File: config.mk
export PLATFORM = sky130hd
export DESIGN_NAME = axi_ad9371_tx_sync_ctrl_flat
export DESIGN_NICKNAME = d
export VERILOG_FILES = /design/src/rtl/axi_ad9371_tx_sync_ctrl_if.sv /design/src/rtl/axi_ad9371_tx_sync_ctrl.sv /design/src/flat_wrapper.sv
export SDC_FILE = /design/constraint.sdc
export NUM_CORES = 1
export LEC_CHECK = 0
export BUFFER_PORTS_ARGS = -buffer_cell sky130_fd_sc_hd__buf_2
export CORE_AREA = 10 10 94 63
export CTS_CLUSTER_SIZE = 40
export DETAILED_ROUTE_END_ITERATION = 10
export DIE_AREA = 0 0 104 73
export MAX_ROUTING_LAYER = met4
export PLACE_DENSITY = 0.73
export SYNTH_ARGS = -nofsm -noshare
export SYNTH_HDL_FRONTEND = slang
export SYNTH_SLANG_ARGS = --single-unit
File: constraint.sdc
create_clock -name dac_clk -period 1.98 [get_ports dac_clk]
set_clock_uncertainty 0.05 [all_clocks]
set_input_delay 0.099 -clock dac_clk [delete_from_list [all_inputs] [get_ports dac_clk]]
set_output_delay 0.099 -clock dac_clk [all_outputs]
set_load 0.005 [all_outputs]
File: src/rtl/axi_ad9371_tx_sync_ctrl_if.sv
// Control/status bundle between the DAC common register block / DMA side
// and the TX start/stop sequencer.
interface axi_ad9371_tx_sync_ctrl_if #(
  parameter int unsigned DELAY_WIDTH   = 8,
  parameter int unsigned UNF_CNT_WIDTH = 16
);
  logic                     dac_sync_arm;
  logic                     dac_sync_stop;
  logic                     dac_sync_in;
  logic [DELAY_WIDTH-1:0]   dac_sync_delay;
  logic [3:0]               dac_enable;
  logic                     dac_dunf;
  logic                     dac_sync_out;
  logic                     dac_data_sync;
  logic [3:0]               dac_valid;
  logic                     dac_data_mute;
  logic                     dac_armed;
  logic                     dac_running;
  logic [UNF_CNT_WIDTH-1:0] dac_unf_count;

  // Requester side: register block, DMA and the sync source.
  modport master (
    output dac_sync_arm, dac_sync_stop, dac_sync_in, dac_sync_delay,
           dac_enable, dac_dunf,
    input  dac_sync_out, dac_data_sync, dac_valid, dac_data_mute,
           dac_armed, dac_running, dac_unf_count
  );

  // Sequencer side.
  modport slave (
    input  dac_sync_arm, dac_sync_stop, dac_sync_in, dac_sync_delay,
           dac_enable, dac_dunf,
    output dac_sync_out, dac_data_sync, dac_valid, dac_data_mute,
           dac_armed, dac_running, dac_unf_count
  );
endinterface

File: src/rtl/axi_ad9371_tx_sync_ctrl.sv
// AD9371 TX start/stop sequencer: arm, optional slave sync wait, programmable
// start delay, one-cycle data-sync release, valid/mute gating, underflow count.
module axi_ad9371_tx_sync_ctrl #(
  parameter bit          MASTER        = 1'b1,
  parameter int unsigned DELAY_WIDTH   = 8,
  parameter int unsigned UNF_CNT_WIDTH = 16
) (
  input  logic                           dac_clk,
  input  logic                           dac_rst,
  axi_ad9371_tx_sync_ctrl_if.slave       bus
);

  localparam int unsigned DW = DELAY_WIDTH;
  localparam int unsigned UW = UNF_CNT_WIDTH;

  typedef enum logic [1:0] {
    IDLE  = 2'd0,
    ARMED = 2'd1,
    DELAY = 2'd2,
    RUN   = 2'd3
  } state_t;

  state_t          state_q,     state_d;
  logic [DW-1:0]   cnt_q,       cnt_d;
  logic            sync_in_d_q, sync_in_d_d;
  logic            sync_out_q,  sync_out_d;
  logic            data_sync_q, data_sync_d;
  logic [3:0]      valid_q,     valid_d;
  logic            mute_q,      mute_d;
  logic            armed_q,     armed_d;
  logic            running_q,   running_d;
  logic [UW-1:0]   unf_q,       unf_d;
  logic            sync_edge;

  // Next-state and registered-output computation; stop outranks arm.
  always_comb begin
    state_d     = state_q;
    cnt_d       = cnt_q;
    sync_in_d_d = bus.dac_sync_in;
    sync_out_d  = 1'b0;
    data_sync_d = 1'b0;
    unf_d       = unf_q;
    sync_edge   = bus.dac_sync_in & ~sync_in_d_q;

    if (bus.dac_sync_stop) begin
      state_d = IDLE;
    end else if (bus.dac_sync_arm) begin
      state_d = ARMED;
      unf_d   = '0;
    end else begin
      case (state_q)
        ARMED: begin
          // Master starts immediately; slave waits for a fresh sync_in edge.
          if ((MASTER == 1'b1) || sync_edge) begin
            state_d    = DELAY;
            cnt_d      = bus.dac_sync_delay;
            sync_out_d = MASTER;
          end
        end
        DELAY: begin
          if (cnt_q == '0) begin
            state_d     = RUN;
            data_sync_d = 1'b1;
          end else begin
            cnt_d = cnt_q - DW'(1);
          end
        end
        RUN: begin
          if (bus.dac_dunf && (unf_q != '1)) begin
            unf_d = unf_q + UW'(1);
          end
        end
        default: begin
        end
      endcase
    end

    valid_d   = (state_d == RUN) ? bus.dac_enable : 4'h0;
    mute_d    = (state_d != RUN);
    armed_d   = (state_d == ARMED) || (state_d == DELAY);
    running_d = (state_d == RUN);
  end

  always_ff @(posedge dac_clk) begin
    if (dac_rst) begin
      state_q     <= IDLE;
      cnt_q       <= '0;
      sync_in_d_q <= 1'b0;
      sync_out_q  <= 1'b0;
      data_sync_q <= 1'b0;
      valid_q     <= 4'h0;
      mute_q      <= 1'b1;
      armed_q     <= 1'b0;
      running_q   <= 1'b0;
      unf_q       <= '0;
    end else begin
      state_q     <= state_d;
      cnt_q       <= cnt_d;
      sync_in_d_q <= sync_in_d_d;
      sync_out_q  <= sync_out_d;
      data_sync_q <= data_sync_d;
      valid_q     <= valid_d;
      mute_q      <= mute_d;
      armed_q     <= armed_d;
      running_q   <= running_d;
      unf_q       <= unf_d;
    end
  end

  assign bus.dac_sync_out  = sync_out_q;
  assign bus.dac_data_sync = data_sync_q;
  assign bus.dac_valid     = valid_q;
  assign bus.dac_data_mute = mute_q;
  assign bus.dac_armed     = armed_q;
  assign bus.dac_running   = running_q;
  assign bus.dac_unf_count = unf_q;

endmodule
File: src/flat_wrapper.sv
// flat-port wrapper written by rule: the top's interface ports become plain ports
module axi_ad9371_tx_sync_ctrl_flat 
#(
  parameter bit          MASTER        = 1'b1,
  parameter int unsigned DELAY_WIDTH   = 8,
  parameter int unsigned UNF_CNT_WIDTH = 16
)
  (dac_clk, dac_rst, bus_dac_sync_arm, bus_dac_sync_stop, bus_dac_sync_in, bus_dac_sync_delay, bus_dac_enable, bus_dac_dunf, bus_dac_sync_out, bus_dac_data_sync, bus_dac_valid, bus_dac_data_mute, bus_dac_armed, bus_dac_running, bus_dac_unf_count);
  axi_ad9371_tx_sync_ctrl_if #(.DELAY_WIDTH(DELAY_WIDTH), .UNF_CNT_WIDTH(UNF_CNT_WIDTH)) bus_i ();
  input  logic dac_clk;
  input  logic dac_rst;
  input wire logic [$bits(bus_i.dac_sync_arm)-1:0] bus_dac_sync_arm;
  input wire logic [$bits(bus_i.dac_sync_stop)-1:0] bus_dac_sync_stop;
  input wire logic [$bits(bus_i.dac_sync_in)-1:0] bus_dac_sync_in;
  input wire logic [$bits(bus_i.dac_sync_delay)-1:0] bus_dac_sync_delay;
  input wire logic [$bits(bus_i.dac_enable)-1:0] bus_dac_enable;
  input wire logic [$bits(bus_i.dac_dunf)-1:0] bus_dac_dunf;
  output wire logic [$bits(bus_i.dac_sync_out)-1:0] bus_dac_sync_out;
  output wire logic [$bits(bus_i.dac_data_sync)-1:0] bus_dac_data_sync;
  output wire logic [$bits(bus_i.dac_valid)-1:0] bus_dac_valid;
  output wire logic [$bits(bus_i.dac_data_mute)-1:0] bus_dac_data_mute;
  output wire logic [$bits(bus_i.dac_armed)-1:0] bus_dac_armed;
  output wire logic [$bits(bus_i.dac_running)-1:0] bus_dac_running;
  output wire logic [$bits(bus_i.dac_unf_count)-1:0] bus_dac_unf_count;
  assign bus_i.dac_sync_arm = bus_dac_sync_arm;
  assign bus_i.dac_sync_stop = bus_dac_sync_stop;
  assign bus_i.dac_sync_in = bus_dac_sync_in;
  assign bus_i.dac_sync_delay = bus_dac_sync_delay;
  assign bus_i.dac_enable = bus_dac_enable;
  assign bus_i.dac_dunf = bus_dac_dunf;
  assign bus_dac_sync_out = bus_i.dac_sync_out;
  assign bus_dac_data_sync = bus_i.dac_data_sync;
  assign bus_dac_valid = bus_i.dac_valid;
  assign bus_dac_data_mute = bus_i.dac_data_mute;
  assign bus_dac_armed = bus_i.dac_armed;
  assign bus_dac_running = bus_i.dac_running;
  assign bus_dac_unf_count = bus_i.dac_unf_count;
  axi_ad9371_tx_sync_ctrl #(.MASTER(MASTER), .DELAY_WIDTH(DELAY_WIDTH), .UNF_CNT_WIDTH(UNF_CNT_WIDTH)) u_core (.dac_clk(dac_clk), .dac_rst(dac_rst), .bus(bus_i));
endmodule
==> results of run 1 <==
stage by stage:
stage                     worst slack [ns]  power [mW]  area, um^2  TNS [ns]
after floorplan                     0.0231       0.793        1950         0
after detailed placement           -0.0143       0.840        2370   -0.0425
after CTS                           0.0564        1.31        2480         0
after global placement              0.0842       0.838        2370         0
final                               0.0961        1.30        2500         0
after global routing               0.00407        1.36        2500         0
final timing paths:
check | startpoint | to | slack [ns] | cells after the start
setup / recovery | u_core.cnt_q[0]$_SDFFE_PP0P_ | u_core.bus.dac_valid[1]$_SDFF_PP0_ | 0.1 | 8
hold / removal | bus_dac_sync_delay[0] | u_core.cnt_q[0]$_SDFFE_PP0P_ | 0.08 | 3
setup reg to reg | u_core.cnt_q[0]$_SDFFE_PP0P_ | u_core.bus.dac_valid[1]$_SDFF_PP0_ | 0.1 | 8
hold reg to reg | u_core.cnt_q[7]$_SDFFE_PP0P_ | u_core.cnt_q[7]$_SDFFE_PP0P_ | 0.44 | 2
cells in the mapped netlist (all sizes together), types with 8 or more instances:
| cell | n |
|---|---|
| dfxtp | 35 |
| a21oi | 16 |
| nor2 | 14 |
| a31oi | 13 |
| nand2 | 11 |
| ha | 9 |
| inv | 9 |
| nand4 | 9 |
| nor2b | 9 |
| and2 | 8 |
| and4 | 8 |
| o21ai | 8 |
layout make-up:
type                       instances  area, um^2
multi-input combinational        172        1190
inverter                           9        33.8
clock buffer                       6        72.6
tap                               63        78.8
timing repair buffer              68         418
fill                             413        1830
sequential                        35         702
kinds of logic after synthesis:
logic type               after synthesis  synth area share, %
AO/OA/AOI/OAI                         63                 21.5
adder cells (fa/ha/maj)                9                 5.77
buffers and inverters                 17                 3.46
flip-flops                            35                 35.9
multiplexers                           3                 1.67
AND/OR/NAND/NOR                       97                 31.7
cells in the final DEF (no fill, tap or decap), drive strengths merged, types with 8 or more instances in the layout:
cell	synthesis	routed
o21ai	8	8
inv	9	9
a31oi	13	13
and2	8	8
a21oi	16	16
nor2	14	14
nor2b	9	9
nand2	11	11
buf	3	64
and4	8	8
dfxtp	35	35
nand4	9	9
ha	9	9
metal layers:
metal	vias to the layer above	track usage (%)	wire, um
met5	-	-	0
met4	0	4.61	59
met3	8	6.08	620
met2	105	17.5	2090
met1	898	20.9	2800
li1	994	-	-
sequential cells by signal, indices dropped and copies added (netlist names):
signal,cells
u_core.bus.dac_unf_count,16
u_core.bus.dac_armed,1
u_core.state_q,2
u_core.bus.dac_data_sync,1
u_core.bus.dac_valid,4
u_core.cnt_q,8
u_core.bus.dac_data_mute,1
u_core.bus.dac_sync_out,1
u_core.bus.dac_running,1
power breakdown:
| group | switching, mW | internal [mW] |
|---|---|---|
| registers | 0.00364 | 0.710 |
| clock network | 0.230 | 0.234 |
| logic | 0.0663 | 0.0557 |
| total | 0.300 | 1.00 |
what timing repair did:
item | in CTS | in global routing
gates resized for setup | 1 | 3
setup endpoints to repair | 4 | 5
pin swaps | 0 | 1
setup buffers | 0 | 1
hold buffers | 4 | 0
endpoints found under the hold margin | 4 | 0
gates cloned | 0 | 0
critical path, cell delays in order, from the launching register on:
cell      delay (ns)
dfxtp_1         0.34
inv_1           0.08
ha_1            0.24
and4_1          0.22
a211oi_2        0.23
nor2_1          0.09
ha_1            0.19
nor2b_2         0.17
and2_1          0.16
==> metrics.txt, run 1 <==
# clock sinks=35; post-layout util=57.8%; FMAX=0.531 GHz; PwrDens=520 nW/um^2; vias in the first global route=1817; RSZ-0062 raised after global routing=no; Slew HR=67.4%; Worst Path Required=2.10 ns; Gate Count Post-Synth=224; Synth cell types=50; residual DRC count=0; Worst-path clk slew=0.06 ns; DR vias=2005; Netlist Area Pre-Place=1950 um^2; Period minus WS final=1.88 ns; Synth area leaders=dfxtp_1 36%, ha_1 5.8%, a31oi_1 4.2%; Yosys reg bits=35; drt first pass iters=4; final hold violation count=0; effective utilization at floorplan=45.1%; num ports=43; peak supply drop=0.321 mV; Final period util=95.1%; # rows=19; post-synthesis async set-or-reset flop share=0%; Yosys top cell area share=35.9%; first-pass GRT wire length=9060 um; DR iter-0 viols=174; CP max FO=5; area delta synth->final=28.2%; wire length per cell=15.8 um; Die Wd=104 um; fin nets=318; CTS tree=done; Seq/Total Area, Yosys=35.9%; Routed Antenna Nets=0; Yosys top cell by area=dfxtp_1; Yosys warnings=0; LEAKAGE=1.02 nW; Die ar.=7590 um^2; H-tree depth=2; initial antenna violation count=0; Setup CP Type=flip-flop to flip-flop; total track usage=14.7%; Final Slew Violations=0; final WL=5570 um; Worst setup EP type=flip-flop; top_reg_cell synth=dfxtp_1; status=finished clean; Root Buffer=clkbuf_8; # placed instances=342; cts bufs inserted=5; Worst Max-Slew Pin Slew=0.488 ns; Die Ht=73 um; total gr overflow=0; RePlAce Congestion=0.917; pin count of the biggest net entering global routing=25; Setup crit start kind=flip-flop; DPL Wire Length=4150 um; EDFF count, synth=0; post-synthesis average cell area=8.71 um^2; core box area=4330 um^2; via/cell ratio=5.68; Antenna diodes=0; layout cell share with drive strength beyond 1=29.3%; syn nets=251; Max Cap Viol=0; count of buffers from port buffering=41; endpoints failing setup=0; clk_lat worst skew=0.28 ns; worst min path class=input pin to flip-flop; Max Root-Sink Buffers=2; worst path arrival time=2.01 ns; final non-filler cell total=353; hold_ws=0.0756 ns
Power figures use the tool's default switching activity.
==> run 2, diff against run 1 <==
Settings changed: CORE_AREA 10 10 94 63 to 10 10 69 85, DIE_AREA 0 0 104 73 to 0 0 79 95, PLACE_DENSITY 0.73 to 0.71.
==> run 2 against run 1 <==
Effect of this change:
- sequential power is essentially flat
- non-clock buffer count shrank 3
- design area shrank 0.60%
- clock power grew 13%
- sequential cell count is the same
- first-iteration DRC count shrank 14%
- critical endpoint is now u_core.bus.dac_unf_count[8]$_SDFFE_PP0P_
==> metrics.txt, run 2 (synthesized netlist as in run 1, its figures left out) <==
status=finished clean; critical path, cell by cell=ha_1, nand3_2, or4_4, a211oi_1, nor4_1; Die Ht=95 um (+30%); Max Root-Sink Buffers=2 (unchanged); Crit path max-delay family=simple AND/OR/NAND/NOR gates; Die Wd=79 um (-24%); Reg area=701 um^2 (-0.18%); Die ar.=7510 um^2 (-1.1%); multi-input logic area=1190 um^2 (unchanged); PwrDens=546 nW/um^2 (+4.9%); worst min path class=input pin to flip-flop; peak supply drop=0.466 mV (+45%); initial antenna violation count=0 (unchanged); LEAKAGE=1.01 nW (-0.77%); area delta synth->final=27.4%; Setup crit start kind=flip-flop; Largest register FFs=16 (unchanged); DR iter-0 viols=150 (-14%); reg2reg start=u_core.bus.dac_unf_count[0]$_SDFFE_PP0P_; Slew HR=65.2% (-2.2 points); Final Slew Violations=0 (unchanged); fin nets=315 (-0.94%); CTS tree=done; count of buffers from port buffering=41 (unchanged); DPL Wire Length=3960 um (-4.4%); Worst setup EP type=flip-flop; final hold violation count=0 (unchanged); Antenna diodes=0 (unchanged); total gr overflow=0 (unchanged); # fillers=425 (+2.9%); crit path from=u_core.bus.dac_unf_count[0]$_SDFFE_PP0P_; first-pass GRT wire length=8970 um (-0.98%); Setup CP Type=flip-flop to flip-flop; Period minus WS final=1.88 ns (-0.00156 ns); clk_lat worst skew=0.29 ns (about the same); residual DRC count=0 (unchanged); commonest cells after routing, fill and taps aside=41 x buf_2, 35 x dfxtp_1, 20 x buf_4, 15 x a21oi_1, 14 x nor2_1; # placed instances=334 (-2.3%); worst path arrival time=2.00 ns (about the same); cts bufs inserted=5 (unchanged); CP max FO=6 (+1); layout cell share with drive strength beyond 1=28.8% (-0.49 points); Root Buffer=clkbuf_8; final non-filler cell total=346 (-2.0%); num ports=43 (unchanged); WP buf/inv=0 (-1); final WL=5320 um (-4.4%); Routed Antenna Nets=0 (unchanged); Worst-path clk slew=0.07 ns (about the same); Worst R2R Setup Slack=0.1 ns (about the same); H-tree depth=2 (unchanged); # rows=27 (+8); RePlAce Congestion=0.867 (-5.5%); core box area=4320 um^2 (about the same); critical hold path startpoint=bus_dac_sync_delay[0]; DR vias=1975 (-1.5%); Max Cap Viol=0 (unchanged); drt first pass iters=5 (+1); # clock sinks=35 (unchanged); vias in the first global route=1908 (+5.0%); Worst Max-Slew Pin Slew=0.521 ns (+0.0329 ns); pin count of the biggest net entering global routing=25 (unchanged); total track usage=15.0% (+0.24 points); effective utilization at floorplan=45.1% (about the same); FMAX=0.531 GHz (about the same); endpoints failing setup=0 (unchanged); Final period util=95.1% (about the same); commonest non-fill, non-tap cell in the layout=buf_2; Slowest-stage cell, CP=or4_4; max incr delay on CP=0.61 ns (+0.27 ns); wire length per cell=15.4 um (-2.4%); via/cell ratio=5.71 (+0.50%); setup_tns=0 ns (unchanged); Worst Path Required=2.09 ns (about the same)
==> run 2: tightest hold or removal path: cells and delay by family <==
| family | cells | cell delay [ns] |
|---|---|---|
| AO/OA/AOI/OAI | 1 | 0.08 |
| buffers and inverters | 1 | 0.09 |
| AND/OR/NAND/NOR | 1 | 0.06 |
==> run 2: cell type report <==
type	instances	area share (%)
clock buffers	6	3.32
clock inverters	1	0.201
inverters	9	1.36
multi-input cells	172	48.1
flip-flops and latches	35	28.2
well taps	58	2.92
repair buffers	65	15.9
==> run 2: power by group <==
group / switching, mW / leakage [nW] / internal (mW) / total (mW)
Sequential: 0.00416 / 0.282 / 0.710 / 0.714
Combinational: 0.0628 / 0.679 / 0.0549 / 0.118
Clock: 0.251 / 0.0470 / 0.273 / 0.524
Total: 0.318 / 1.01 / 1.04 / 1.36
==> run 2: metrics by stage <==
step                util, %  instance area (um^2)  power (mW)  setup WS [ns]  hold slack (ns)
floorplan                 -                  1950       0.793         0.0231            0.164
global placement       54.1                  2340       0.836         0.0671            0.250
detailed placement     54.1                  2340       0.837         0.0481            0.254
CTS                    57.1                  2470        1.37         0.0485           0.0440
global route           57.5                  2480        1.41        -0.0158           0.0569
finish                 57.5                  2480        1.36         0.0977           0.0548
==> run 2: routing by layer <==
| layer | wire length [um] | vias to the layer above | part of all wire [%] | track usage, % |
|---|---|---|---|---|
| met4 | 108 | 0 | 2.0 | 4.64 |
| met1 | 2200 | 916 | 41 | 15.5 |
| met3 | 280 | 9 | 5.3 | 3.61 |
| li1 | - | 988 | - | - |
| met2 | 2730 | 62 | 51 | 27.0 |
| met5 | 0 | - | 0 | - |
==> run 2: path summary, 6_finish.rpt <==
kind / cells past startpoint / end
setup / recovery: 5 / u_core.bus.dac_unf_count[8]$_SDFFE_PP0P_
hold / removal: 3 / u_core.cnt_q[0]$_SDFFE_PP0P_
setup reg to reg: 5 / u_core.bus.dac_unf_count[8]$_SDFFE_PP0P_
hold reg to reg: 2 / u_core.cnt_q[7]$_SDFFE_PP0P_
==> run 2: repair_timing <==
action | CTS | global route
hold endpoints to repair | 4 | 0
pin swaps | 0 | 1
endpoints found under the setup margin | 4 | 7
hold buffers | 4 | 0
gates resized for setup | 1 | 2
setup buffers | 0 | 1
